`config.mk`:
```
export PLATFORM = sky130hd
export DESIGN_NAME = operand_loader
export DESIGN_NICKNAME = d
export VERILOG_FILES = /design/src/rtl/operand_loader.sv
export SDC_FILE = /design/constraint.sdc
export NUM_CORES = 1
export LEC_CHECK = 0
export BUFFER_PORTS_ARGS = -buffer_cell sky130_fd_sc_hd__clkbuf_2
export CAP_MARGIN = 10
export CORE_ASPECT_RATIO = 1.2
export CORE_MARGIN = 2
export CORE_UTILIZATION = 40
export CTS_BUF_LIST = sky130_fd_sc_hd__clkbuf_4 sky130_fd_sc_hd__clkbuf_8
export CTS_CLUSTER_SIZE = 16
export DETAILED_ROUTE_END_ITERATION = 8
export HOLD_SLACK_MARGIN = 0.08
export PLACE_DENSITY_LB_ADDON = 0.15
export SLEW_MARGIN = 20
export SYNTH_ARGS = -nofsm -noshare
export SYNTH_HDL_FRONTEND = slang
export SYNTH_SLANG_ARGS = --single-unit
export TNS_END_PERCENT = 50
```
`constraint.sdc`:
```
create_clock -name clk -period 6.4 [get_ports clk]
set_input_delay 1.28 -clock clk [delete_from_list [all_inputs] [get_ports clk]]
set_output_delay 1.28 -clock clk [all_outputs]
set_load 0.05 [all_outputs]
```
`src/rtl/operand_loader.sv`:
```
`default_nettype none
// ============================================================================
// operand_loader: byte-stream operand loader and result unloader for an adder
// Revision: 1.0
// ============================================================================
module operand_loader #(
  parameter int WIDTH         = 64,
  parameter int SETTLE_CYCLES = 2
) (
  input  logic             clk,
  input  logic             rst_n,
  input  logic [7:0]       in_data,
  input  logic             in_valid,
  output logic             in_ready,
  output logic [WIDTH-1:0] sayi1,
  output logic [WIDTH-1:0] sayi2,
  input  logic [WIDTH-1:0] toplam,
  output logic [7:0]       out_data,
  output logic             out_valid,
  input  logic             out_ready,
  output logic             busy
);

  localparam int c_nbytes = WIDTH / 8;
  localparam int c_cnt_w  = (c_nbytes > 1) ? $clog2(c_nbytes) : 1;
  localparam logic [c_cnt_w-1:0] c_last_byte   = c_cnt_w'(c_nbytes - 1);
  localparam logic [7:0]         c_settle_last = 8'(SETTLE_CYCLES - 1);

  typedef enum logic [1:0] {
    LOAD_A = 2'd0,
    LOAD_B = 2'd1,
    SETTLE = 2'd2,
    SEND   = 2'd3
  } state_t;

  state_t             state_q, state_d;
  logic [c_cnt_w-1:0] byte_cnt_q, byte_cnt_d;
  logic [7:0]         settle_cnt_q, settle_cnt_d;
  logic [WIDTH-1:0]   sayi1_q, sayi1_d;
  logic [WIDTH-1:0]   sayi2_q, sayi2_d;
  logic [WIDTH-1:0]   result_q, result_d;
  logic [c_cnt_w+2:0] bit_idx;
  logic               in_fire;
  logic               out_fire;
  logic               last_byte;

  assign bit_idx   = {byte_cnt_q, 3'b000};
  assign in_ready  = rst_n && ((state_q == LOAD_A) || (state_q == LOAD_B));
  assign out_valid = (state_q == SEND);
  assign busy      = (state_q == SETTLE) || (state_q == SEND);
  // result_q is cleared by reset, so out_data also reads zero after reset.
  assign out_data  = result_q[bit_idx +: 8];
  assign sayi1     = sayi1_q;
  assign sayi2     = sayi2_q;
  assign in_fire   = in_valid && in_ready;
  assign out_fire  = out_valid && out_ready;
  assign last_byte = (byte_cnt_q == c_last_byte);

  always_comb begin
    state_d      = state_q;
    byte_cnt_d   = byte_cnt_q;
    settle_cnt_d = settle_cnt_q;
    sayi1_d      = sayi1_q;
    sayi2_d      = sayi2_q;
    result_d     = result_q;
    case (state_q)
      LOAD_A: begin
        if (in_fire) begin
          sayi1_d[bit_idx +: 8] = in_data;
          if (last_byte) begin
            state_d    = LOAD_B;
            byte_cnt_d = '0;
          end else begin
            byte_cnt_d = byte_cnt_q + c_cnt_w'(1);
          end
        end
      end
      LOAD_B: begin
        if (in_fire) begin
          sayi2_d[bit_idx +: 8] = in_data;
          if (last_byte) begin
            state_d      = SETTLE;
            byte_cnt_d   = '0;
            settle_cnt_d = 8'd0;
          end else begin
            byte_cnt_d = byte_cnt_q + c_cnt_w'(1);
          end
        end
      end
      SETTLE: begin
        // Operands have been stable since entry; sample the adder at the end of the window.
        if (settle_cnt_q == c_settle_last) begin
          result_d   = toplam;
          state_d    = SEND;
          byte_cnt_d = '0;
        end else begin
          settle_cnt_d = settle_cnt_q + 8'd1;
        end
      end
      SEND: begin
        if (out_fire) begin
          if (last_byte) begin
            state_d    = LOAD_A;
            byte_cnt_d = '0;
          end else begin
            byte_cnt_d = byte_cnt_q + c_cnt_w'(1);
          end
        end
      end
      default: state_d = LOAD_A;
    endcase
  end

  always_ff @(posedge clk) begin
    if (!rst_n) begin
      state_q      <= LOAD_A;
      byte_cnt_q   <= '0;
      settle_cnt_q <= 8'd0;
      sayi1_q      <= '0;
      sayi2_q      <= '0;
      result_q     <= '0;
    end else begin
      state_q      <= state_d;
      byte_cnt_q   <= byte_cnt_d;
      settle_cnt_q <= settle_cnt_d;
      sayi1_q      <= sayi1_d;
      sayi2_q      <= sayi2_d;
      result_q     <= result_d;
    end
  end

endmodule
`default_nettype wire

```
; After elaboration in Yosys (flattened, before gate mapping)
; Index checks and enable logic that the tools add are counted.
[word_totals]
inputBits = 76
elab_cells = 59
output_inout_bits = 139
ff_bits = 205
[op_classes]
reduce_logical = 14
n_shift = 3
eq_ne = 14
mux = 19
add_sub_neg = 3
[op_table]
columns = operator, n
row1 = $bwmux 64, 2
row2 = $shift 8x8->64 const A, 1
row3 = $shiftx 64x7->8, 1
row4 = $shiftx 8x8->64, 1
row5 = $mux 8, 3
row6 = $pmux 8 s2, 1
row7 = $mux 2, 7
row8 = $mux 3, 4
row9 = $ne 2x2->1 const B, 5
row10 = $pmux 3 s3, 1
row11 = $add 8x1->8 const B, 1
row12 = $eq 8x1->1 const B, 1
row13 = $ne 2x1->1 const B, 4
row14 = $neg 6->8, 1
row15 = $pmux 2 s4, 1
row16 = $reduce_and 7->1, 1
row17 = $reduce_and 2->1, 3
row18 = $eq 2x2->1 const B, 2
row19 = $reduce_and 4->1, 1
row20 = $add 3x1->3 const B, 1
row21 = $eq 3x3->1 const B, 1
row22 = $logic_and 1x1->1, 3
row23 = $reduce_and 3->1, 1
row24 = $eq 2x1->1 const B, 1
row25 = other kinds (4), 5

; Longest topological paths before layout
; Gate-level depths: netlist of run 1.
[logic_depth]
depth_word = 6
ltp_mapped = 11
ltp_nobuf = 7

; Least setup slack after synthesis of run 1
; No wires, ideal clock.
[synth_path]
kind = input-to-output
startpoint = input port rst_n
endpoint = output port in_ready
path_slack_ns = 2.558
stages = 5
n_path_buf = 3
required_time_ns = 5.120
arrival_ns = 2.562
path_cell_list = buf_4 > inv_2 > buf_1 > clkbuf_1 > nor2_1
[synth_via]
elab_chain_len = 1
[synth_lines]
columns = item, line_no
row1 = from (decl), 11  ; input logic rst_n,
row2 = $logic_and 1x1->1, 48  ; assign in_ready = rst_n && ((state_q == LOAD_A) || (state_q == LOAD_B));
row3 = to (decl), 14  ; output logic in_ready,
; Every way passes these cells.

; Worst setup path after layout of run 1
[layout_path]
startpoint = register byte_cnt_q[0]
endpoint = output port out_data[4]
[layout_via]
elab_chain_len = 1
[layout_lines]
columns = item, line_no
row1 = from (decl), 37  ; logic [c_cnt_w-1:0] byte_cnt_q, byte_cnt_d;
row2 = from (signal assigned), 124  ; byte_cnt_q <= byte_cnt_d;
row3 = $shiftx 64x7->8, 52  ; assign out_data = result_q[bit_idx +: 8];
row4 = to (decl), 18  ; output logic [7:0] out_data,
; Every way passes these cells.

==> results by stage, run 1 <==
Outcome:
- The flow ran to the end, and the final reports show no timing, DRC or antenna violations.

Logic synthesis:
- The synthesized netlist cell count is 998.
- The most used flip-flop cell after synthesis is sky130_fd_sc_hd__dfxtp_1.
- Of the synthesized area, sequential elements account for 0.480.
- Counting every net in the synthesized netlist gives 1085.
- The Yosys warning count is 0.
- The area of the mapped netlist is 8550 um^2.
- By instance count, the leading cell after synthesis is sky130_fd_sc_hd__nand2_1.
- The cell type contributing the most total cell area after synthesis is sky130_fd_sc_hd__dfxtp_1.
- The share of the synthesized area in the top cell type is 0.480.
- By count the netlist is led by 339 x sky130_fd_sc_hd__nand2_1, 205 x sky130_fd_sc_hd__dfxtp_1, 105 x sky130_fd_sc_hd__o21ai_0.
- The number of distinct library cells after synthesis is 54.
- By area the synthesized netlist is led by sky130_fd_sc_hd__dfxtp_1 48%, sky130_fd_sc_hd__nand2_1 15%, sky130_fd_sc_hd__o21ai_0 6.1%.
- The synthesis-stage register bit count is 205.
- Yosys mapped a number of flops with a built-in enable equal to 0.
- The proportion of register bits with asynchronous set or reset after synthesis is 0.
- A synthesized cell averages 8.57 um^2.

Routing:
- In this run the remaining antenna-violating nets after routing total 0.
- The routed via count is 7313.
- Before antenna repair, the detailed router went through 5 iterations.
- The wire length per cell is 15.2 um.
- The final routed wirelength across all metal layers is 22400 um.
- In this run, the number of DRC markers left after iteration 0 of detailed routing was 322.
- In the routed design, unresolved DRC markers number 0.
- After detailed routing, the number of vias per cell comes to 4.97.

Finish:
- The antenna diode count is 0.
- In the final design database the tool counted 1266 nets.
- Of the cells placed in the final design, the portion with a size suffix greater than 1 is 0.270.
- The number of filler instances in the final layout is 2098.
- The area occupied by multi-input gates is 3980 um^2.
- The area overhead of the layout relative to synthesis is 20.2%.
- Summing all flip-flop and latch instances after layout gives 4110 um^2.

Critical path:
- The critical path required time is 5.12 ns.
- On the critical path, the stage with the largest delay is an instance of sky130_fd_sc_hd__dfxtp_2.
- The worst register-to-register path ends at sayi1[55]$_SDFFE_PN0P_.
- STA classifies the critical path startpoint as a flip-flop.
- By startpoint and endpoint, the worst setup path is classified as reg2out.
- Traced cell by cell, the critical path runs through mux4_2, nand2_1, nand2_1, clkbuf_2.
- The data arrival time of the critical path is 2.53 ns.
- In this run the critical register-to-register path is launched from byte_cnt_q[0]$_SDFFE_PN0P_.
- The most prevalent standard cell on the critical path is sky130_fd_sc_hd__nand2_1.
- The maximum fanout encountered on the critical timing path is 32.
- The element type at the critical path end is a primary output.
- The setup check on the worst reg-to-reg path leaves a slack of 3.19 ns.
- The stage delay of the slowest cell on the critical path is 0.95 ns.
- The count of cells along the worst register-to-register path is 6.
- Broken down by cell family, the worst path's largest delay share belongs to flip-flops.
- The number of buffers and inverters on the critical path is 1.

Min path:
- The end point of the worst hold path is sayi2[36]$_SDFFE_PN0P_.
- The worst min-delay path category is reg2reg.
- The worst hold path begins at sayi2[36]$_SDFFE_PN0P_.
- Along the worst hold path, the cell count comes to 2.

Global routing:
- The global-route total usage across every layer is 0.194.
- The number of antenna violations at the first check in global routing is 0.
- The number of global-route vias before repair came to 6530.
- The wire length of the first global-routing pass is 34700 um.
- The pin count of the biggest net entering global routing is 91.
- The total congestion overflow after global routing is 0.

Die:
- The floorplan step set the die height to 164 um.
- The floorplan has 58 rows.
- The die covers 22600 um^2.
- The initial utilization of the core area, before any placement, comes to 0.408.
- The core region is 21000 um^2.
- The horizontal die dimension is 137 um.
- For this design the top-level I/O count stands at 215.

Placement:
- Routability-driven placement finished with a final weighted congestion of 0.764.
- The count of buffers added on input and output ports is 214.
- Detailed placement ended at an HPWL of 15200 um.

STA:
- Setup repair after global routing left no endpoint under its margin.
- The max-slew violation total from the final report came to 0.
- On the final layout, the worst hold slack is 0.447 ns.
- The final-report hold violation count is 0.
- The final cycle utilization of the critical path is 0.595.
- Clock skew on the completed layout was measured at 0.0134 ns.
- The final setup violation count is 0.
- The headroom to the max-slew limit is 0.352.
- Subtracting the final worst setup slack from the clock period gives 3.81 ns.
- The transition time at the pin with the least slew margin is 0.972 ns.
- Summed over all failing endpoints, the final setup total negative slack is 0 ns.
- Static timing analysis puts the maximum clock frequency at 262 MHz.

CTS:
- The maximum level of the CTS H-tree is 2.
- The clock passes through at most 3 buffers.
- The clock tree from TritonCTS is done.
- The clock buffer count from CTS is 35.
- The total of cells resized after clock tree synthesis is 0.
- The count of hold-fix buffers inserted at cts is 0.
- Clock tree synthesis found a total of 205 sinks.
- Clock-pin slew was measured on the worst setup and hold paths at 0.06 ns.
- For the worst-skew pair, the clock arrives at the later sink with an insertion delay of 0.51 ns.
- The tree is rooted in a sky130_fd_sc_hd__clkbuf_8.
- The number of post-CTS setup repair buffers is 0.

Pwr:
- The switching share of power is 0.238.
- The worst-case IR drop observed on VDD is 113 uV.
- The net switching component of the power is 623 uW.
- The reported leakage power is 4.17 nW.
- The sequential fraction of design power is 0.492.
- Power spread over the standard cell area amounts to 255 nW/um^2.
- The internal power component is 2.00 mW.
- Of the total power, the clock network draws 0.457.
- The share of power burned in combinational logic is 0.050.

Job:
- The tool flagged a number of max-cap violations equal to 0.
-- how the worst max path moves through the flow --
stage                                    start     endpoint  slack, ns  cells after the start
CTS                 byte_cnt_q[0]$_SDFFE_PN0P_  out_data[4]       2.50                      4
global route        byte_cnt_q[0]$_SDFFE_PN0P_  out_data[3]       2.38                      4
detailed placement                       rst_n     in_ready       2.76                      4
finish              byte_cnt_q[0]$_SDFFE_PN0P_  out_data[4]       2.59                      4
floorplan                                rst_n     in_ready       2.56                      5
global placement                         rst_n     in_ready       2.75                      4
-- cells by family (layout without fill, tap and decap cells) --
group / Yosys count / after routing / share of synthesized area
mux: 33 / 33 / 0.0621
buf+inv: 83 / 287 / 0.0559
fa+ha+maj: 11 / 11 / 0.0161
flops: 205 / 205 / 0.480
compound gates: 203 / 203 / 0.126
simple gates: 463 / 463 / 0.260
-- power by group through the flow --
stage | Combinational [mW] | Sequential, mW | Clock [mW]
final | 0.132 | 1.29 | 1.20
after global routing | 0.143 | 1.29 | 1.29
after CTS | 0.133 | 1.29 | 1.23
after detailed placement | 0.133 | 1.32 | 0
after global placement | 0.133 | 1.32 | 0
after floorplan | 0.0847 | 1.32 | 0
-- placed cells by master (no fill, tap or decap), types with 10 or more instances in the layout --
master	instances
sky130_fd_sc_hd__nand3_1	46
sky130_fd_sc_hd__mux4_2	16
sky130_fd_sc_hd__clkbuf_4	10
sky130_fd_sc_hd__a21oi_1	68
sky130_fd_sc_hd__mux2i_1	17
sky130_fd_sc_hd__nor4_4	12
sky130_fd_sc_hd__nand2_1	339
sky130_fd_sc_hd__o21ai_1	14
sky130_fd_sc_hd__nor2_1	19
sky130_fd_sc_hd__ha_1	10
sky130_fd_sc_hd__o21ai_0	105
sky130_fd_sc_hd__clkbuf_2	213
sky130_fd_sc_hd__dfxtp_1	203
sky130_fd_sc_hd__clkbuf_8	44
-- registers in the layout, summed over array words and instances (netlist names) --
name and cells:
sayi2 64, settle_cnt_q 8, state_q 2, byte_cnt_q 3, sayi1 64, result_q 64
-- worst min-delay path, delay by kind of cell (launching register included) --
family	cells	cell delay, ns
flops	1	0.31
simple gates	1	0.05
compound gates	1	0.05
-- routing by layer --
layer	vias to the layer above	GRT usage	wire length (um)
met5	-	0	0
met1	3328	0.255	9770
met3	30	0.0370	1380
li1	3734	-	-
met2	221	0.328	10900
met4	0	0.0501	346
-- cell type report --
| cell class | count | share of cell area |
|---|---|---|
| sequential | 205 | 0.400 |
| multi-input combinational | 710 | 0.387 |
| timing repair buffer | 218 | 0.107 |
| clock buffer | 54 | 0.0662 |
| tap | 270 | 0.0329 |
| inverter | 9 | 0.00329 |
| clock inverter | 6 | 0.00317 |
-- metrics by stage --
stage | instance area (um^2) | power, mW | instances | utilization | worst slack (ns)
6_report | 10300 | 2.62 | 1472 | 0.490 | 2.59
5_1_grt | 10300 | 2.72 | 1472 | 0.490 | 2.38
4_1_cts | 10300 | 2.65 | 1472 | 0.490 | 2.50
3_5_place_dp | 9550 | 1.45 | 1412 | 0.456 | 2.76
2_1_floorplan | 8550 | 1.40 | 998 | - | 2.56
3_3_place_gp | 9550 | 1.45 | 1412 | 0.456 | 2.75
No activity file was read; power rests on OpenSTA's default activity.
==> run 2, diff against run 1 <==
Clock period 6.4 ns to 3.3 ns, I/O delays scaled along.
==> results by stage, run 2 (synthesis gave the netlist of run 1 again) <==
Global routing:
- The wire length of the first global-routing pass is 35100 um (+0.87%).
- The pin count of the biggest net entering global routing was 149 (+64%).
- The number of global-route vias before repair was 6776 (+3.8%).
- The number of antenna violations at the first check in global routing came to 0 (unchanged).
- The total congestion overflow after global routing is 0 (unchanged).
- The global-route total usage across every layer is 0.197 (+0.00267).

CTS:
- The clock buffer count from CTS is 36 (+2.9%).
- The maximum clock insertion buffer count is 3 (unchanged).
- The clock transition at the register clock pins on the worst setup and hold paths after CTS is 0.07 ns (about the same).
- The count of hold-fix buffers inserted at cts was 0 (unchanged).
- The total of cells resized after clock tree synthesis was 0 (unchanged).
- The number of post-CTS setup repair buffers is 0 (unchanged).
- The tree is rooted in a sky130_fd_sc_hd__clkbuf_8.
- The maximum level of the CTS H-tree came to 2 (unchanged).
- The clock latency reported for the late side of the worst-skew pair came to 0.51 ns (about the same).
- The clock sink count came to 205 (unchanged).
- TritonCTS built the clock tree.

Routing:
- The routed via count divided by cell count is 4.95 (-0.31%).
- The number of design rule violations left after detail routing was 0 (unchanged).
- The final routed wirelength across all metal layers was 22500 um (+0.50%).
- The wire length per cell came to 15.3 um (+0.16%).
- The routed via count is 7315 (+0.027%).
- The number of nets with antenna violations after detailed routing was 0 (unchanged).
- The number of search-and-repair iterations in the first detailed-routing pass is 5 (unchanged).
- The number of design-rule violations left by the first detailed-router iteration came to 366 (+14%).

STA:
- The max-slew violation total from the final report is 0 (unchanged).
- For the finished layout, the period the worst path requires is 2.94 ns.
- The transition time at the pin with the least slew margin is 0.832 ns (-0.140 ns).
- The worst clock skew was 0.0159 ns (+0.00250 ns).
- The setup TNS is 0 ns (unchanged).
- Setup repair after global routing left no endpoint under its margin.
- The maximum clock frequency is 341 MHz.
- The final hold slack was 0.371 ns (-0.0756 ns).
- The headroom to the max-slew limit is 0.441 (+0.0891).
- The final setup violation count is 0 (unchanged).
- In the finished design, the share of the clock period the worst path needs comes to 0.890.
- The final-report hold violation count is 0 (unchanged).

Finish:
- The fraction of layout cells with a size suffix above 1 is 0.273 (+0.00219).
- The area growth from synthesis to layout is 21.3%.
- The antenna diode count is 0 (unchanged).
- The library cells used most frequently in the layout, excluding fill and tap cells, are 339 x sky130_fd_sc_hd__nand2_1, 213 x sky130_fd_sc_hd__clkbuf_2, 204 x sky130_fd_sc_hd__dfxtp_1, 105 x sky130_fd_sc_hd__o21ai_0, 68 x sky130_fd_sc_hd__a21oi_1.
- The commonest non-fill, non-tap cell in the layout is sky130_fd_sc_hd__nand2_1.
- The number of nets in the final layout came to 1272 (+0.47%).

Pwr:
- The maximum resistive drop on vdd was 265 uV (+130%).
- The reported leakage power is 4.22 nW (+1.2%).
- The ratio of total power to cell area is 498 nW/um^2 (+95%).
- The total design power was 5.16 mW (+97%).

Placement:
- The number of I/O port buffers is 214 (unchanged).
- The post-detailed-placement half-perimeter wirelength is 15500 um (+2.0%).
- The final estimated routing congestion in global placement came to 0.744 (-2.7%).

Min path:
- The path class of the tightest hold or removal check is in2reg.
- The worst min-delay path startpoint is toplam[55].
- The hold path depth is 3 (+1).
- For hold timing, the worst endpoint is result_q[55]$_SDFFE_PN0P_.

Critical path:
- The element type at the critical path end is a primary output.
- The type of the worst setup path is reg2out.
- The data arrival time of the critical path is 2.28 ns (-0.25 ns).
- The maximum fanout encountered on the critical timing path is 17 (-47%).
- The count of cells along the worst register-to-register path is 6 (unchanged).
- STA classifies the critical path startpoint as a flip-flop.
- The register-to-register setup slack is 0.59 ns (-2.60 ns).
- The start of the worst register-to-register path is byte_cnt_q[0]$_SDFFE_PN0P_.
- The most critical setup path has its startpoint at byte_cnt_q[0]$_SDFFE_PN0P_.
- The critical path required time is 2.64 ns (-2.48 ns).
- The terminus of the critical flop-to-flop path is sayi1[50]$_SDFFE_PN0P_.

Outcome:
- The run finished with clean final reports.

Job:
- The number of max-cap violations is 0 (unchanged).

Die:
- The number of placement rows is 58 (unchanged).
- The horizontal die dimension is 137 um (unchanged).
- The die outline height is 164 um (unchanged).
- The effective utilization at floorplan is 0.408 (unchanged).
- The number of top-level pins was 215 (unchanged).
- The placeable core region is 21000 um^2 (unchanged).
- The overall die area was 22600 um^2 (unchanged).
==> run 2: cell types whose count changed in the layout (fill, tap and decap cells not counted), moves of 2 or more <==
| cell | change |
|---|---|
| sky130_fd_sc_hd__buf_4 | +2 |
| sky130_fd_sc_hd__clkinv_2 | -4 |
| sky130_fd_sc_hd__buf_12 | +3 |
| sky130_fd_sc_hd__clkbuf_4 | +3 |
==> run 2: metal layers <==
layer  vias to the layer above  part of all wire  GRT usage
met5                         -                 0          0
met4                         0             0.025     0.0679
met3                        34             0.063     0.0457
met2                       210              0.49      0.341
met1                      3329              0.42      0.238
li1                       3742                 -          -
==> run 2: report_power, final <==
group          internal, mW  total [mW]  switching (mW)
sequential             2.48        2.49         0.00738
clock                  1.40        2.40           0.997
combinational        0.0825       0.273           0.190
==> run 2: metrics by stage <==
stage	instances	utilization	worst slack, ns	area, um^2
2_1_floorplan	998	-	0.698	8550
3_3_place_gp	1417	0.459	0.641	9630
3_5_place_dp	1417	0.459	0.561	9630
4_1_cts	1477	0.494	0.305	10400
5_1_grt	1477	0.495	0.219	10400
6_report	1477	0.495	0.364	10400
==> run 2: worst max-delay path by stage <==
stage | endpoint | slack, ns | cells after the start
after global routing | out_data[4] | 0.22 | 5
after detailed placement | sayi1[50]$_SDFFE_PN0P_ | 0.56 | 6
final | out_data[4] | 0.36 | 5
after floorplan | in_ready | 0.70 | 5
after CTS | out_data[4] | 0.30 | 5
after global placement | sayi1[52]$_SDFFE_PN0P_ | 0.64 | 6
==> run 2: area by class of cell <==
| class | count | area, um^2 |
|---|---|---|
| multi-input cells | 710 | 3980 |
| well taps | 270 | 338 |
| repair buffers | 223 | 1180 |
| inverters | 9 | 33.8 |
| clock buffers | 56 | 689 |
| clock inverters | 4 | 51.3 |
| flip-flops and latches | 205 | 4110 |
| fillers | 2114 | 10600 |
==> run 2: worst max-delay path, stage by stage, from the launching register on <==
cell and delay, ns:
sky130_fd_sc_hd__dfxtp_2 0.54, sky130_fd_sc_hd__buf_12 0.24, sky130_fd_sc_hd__mux4_2 0.57, sky130_fd_sc_hd__nand2_1 0.09
sky130_fd_sc_hd__nand2_1 0.08, sky130_fd_sc_hd__clkbuf_2 0.24
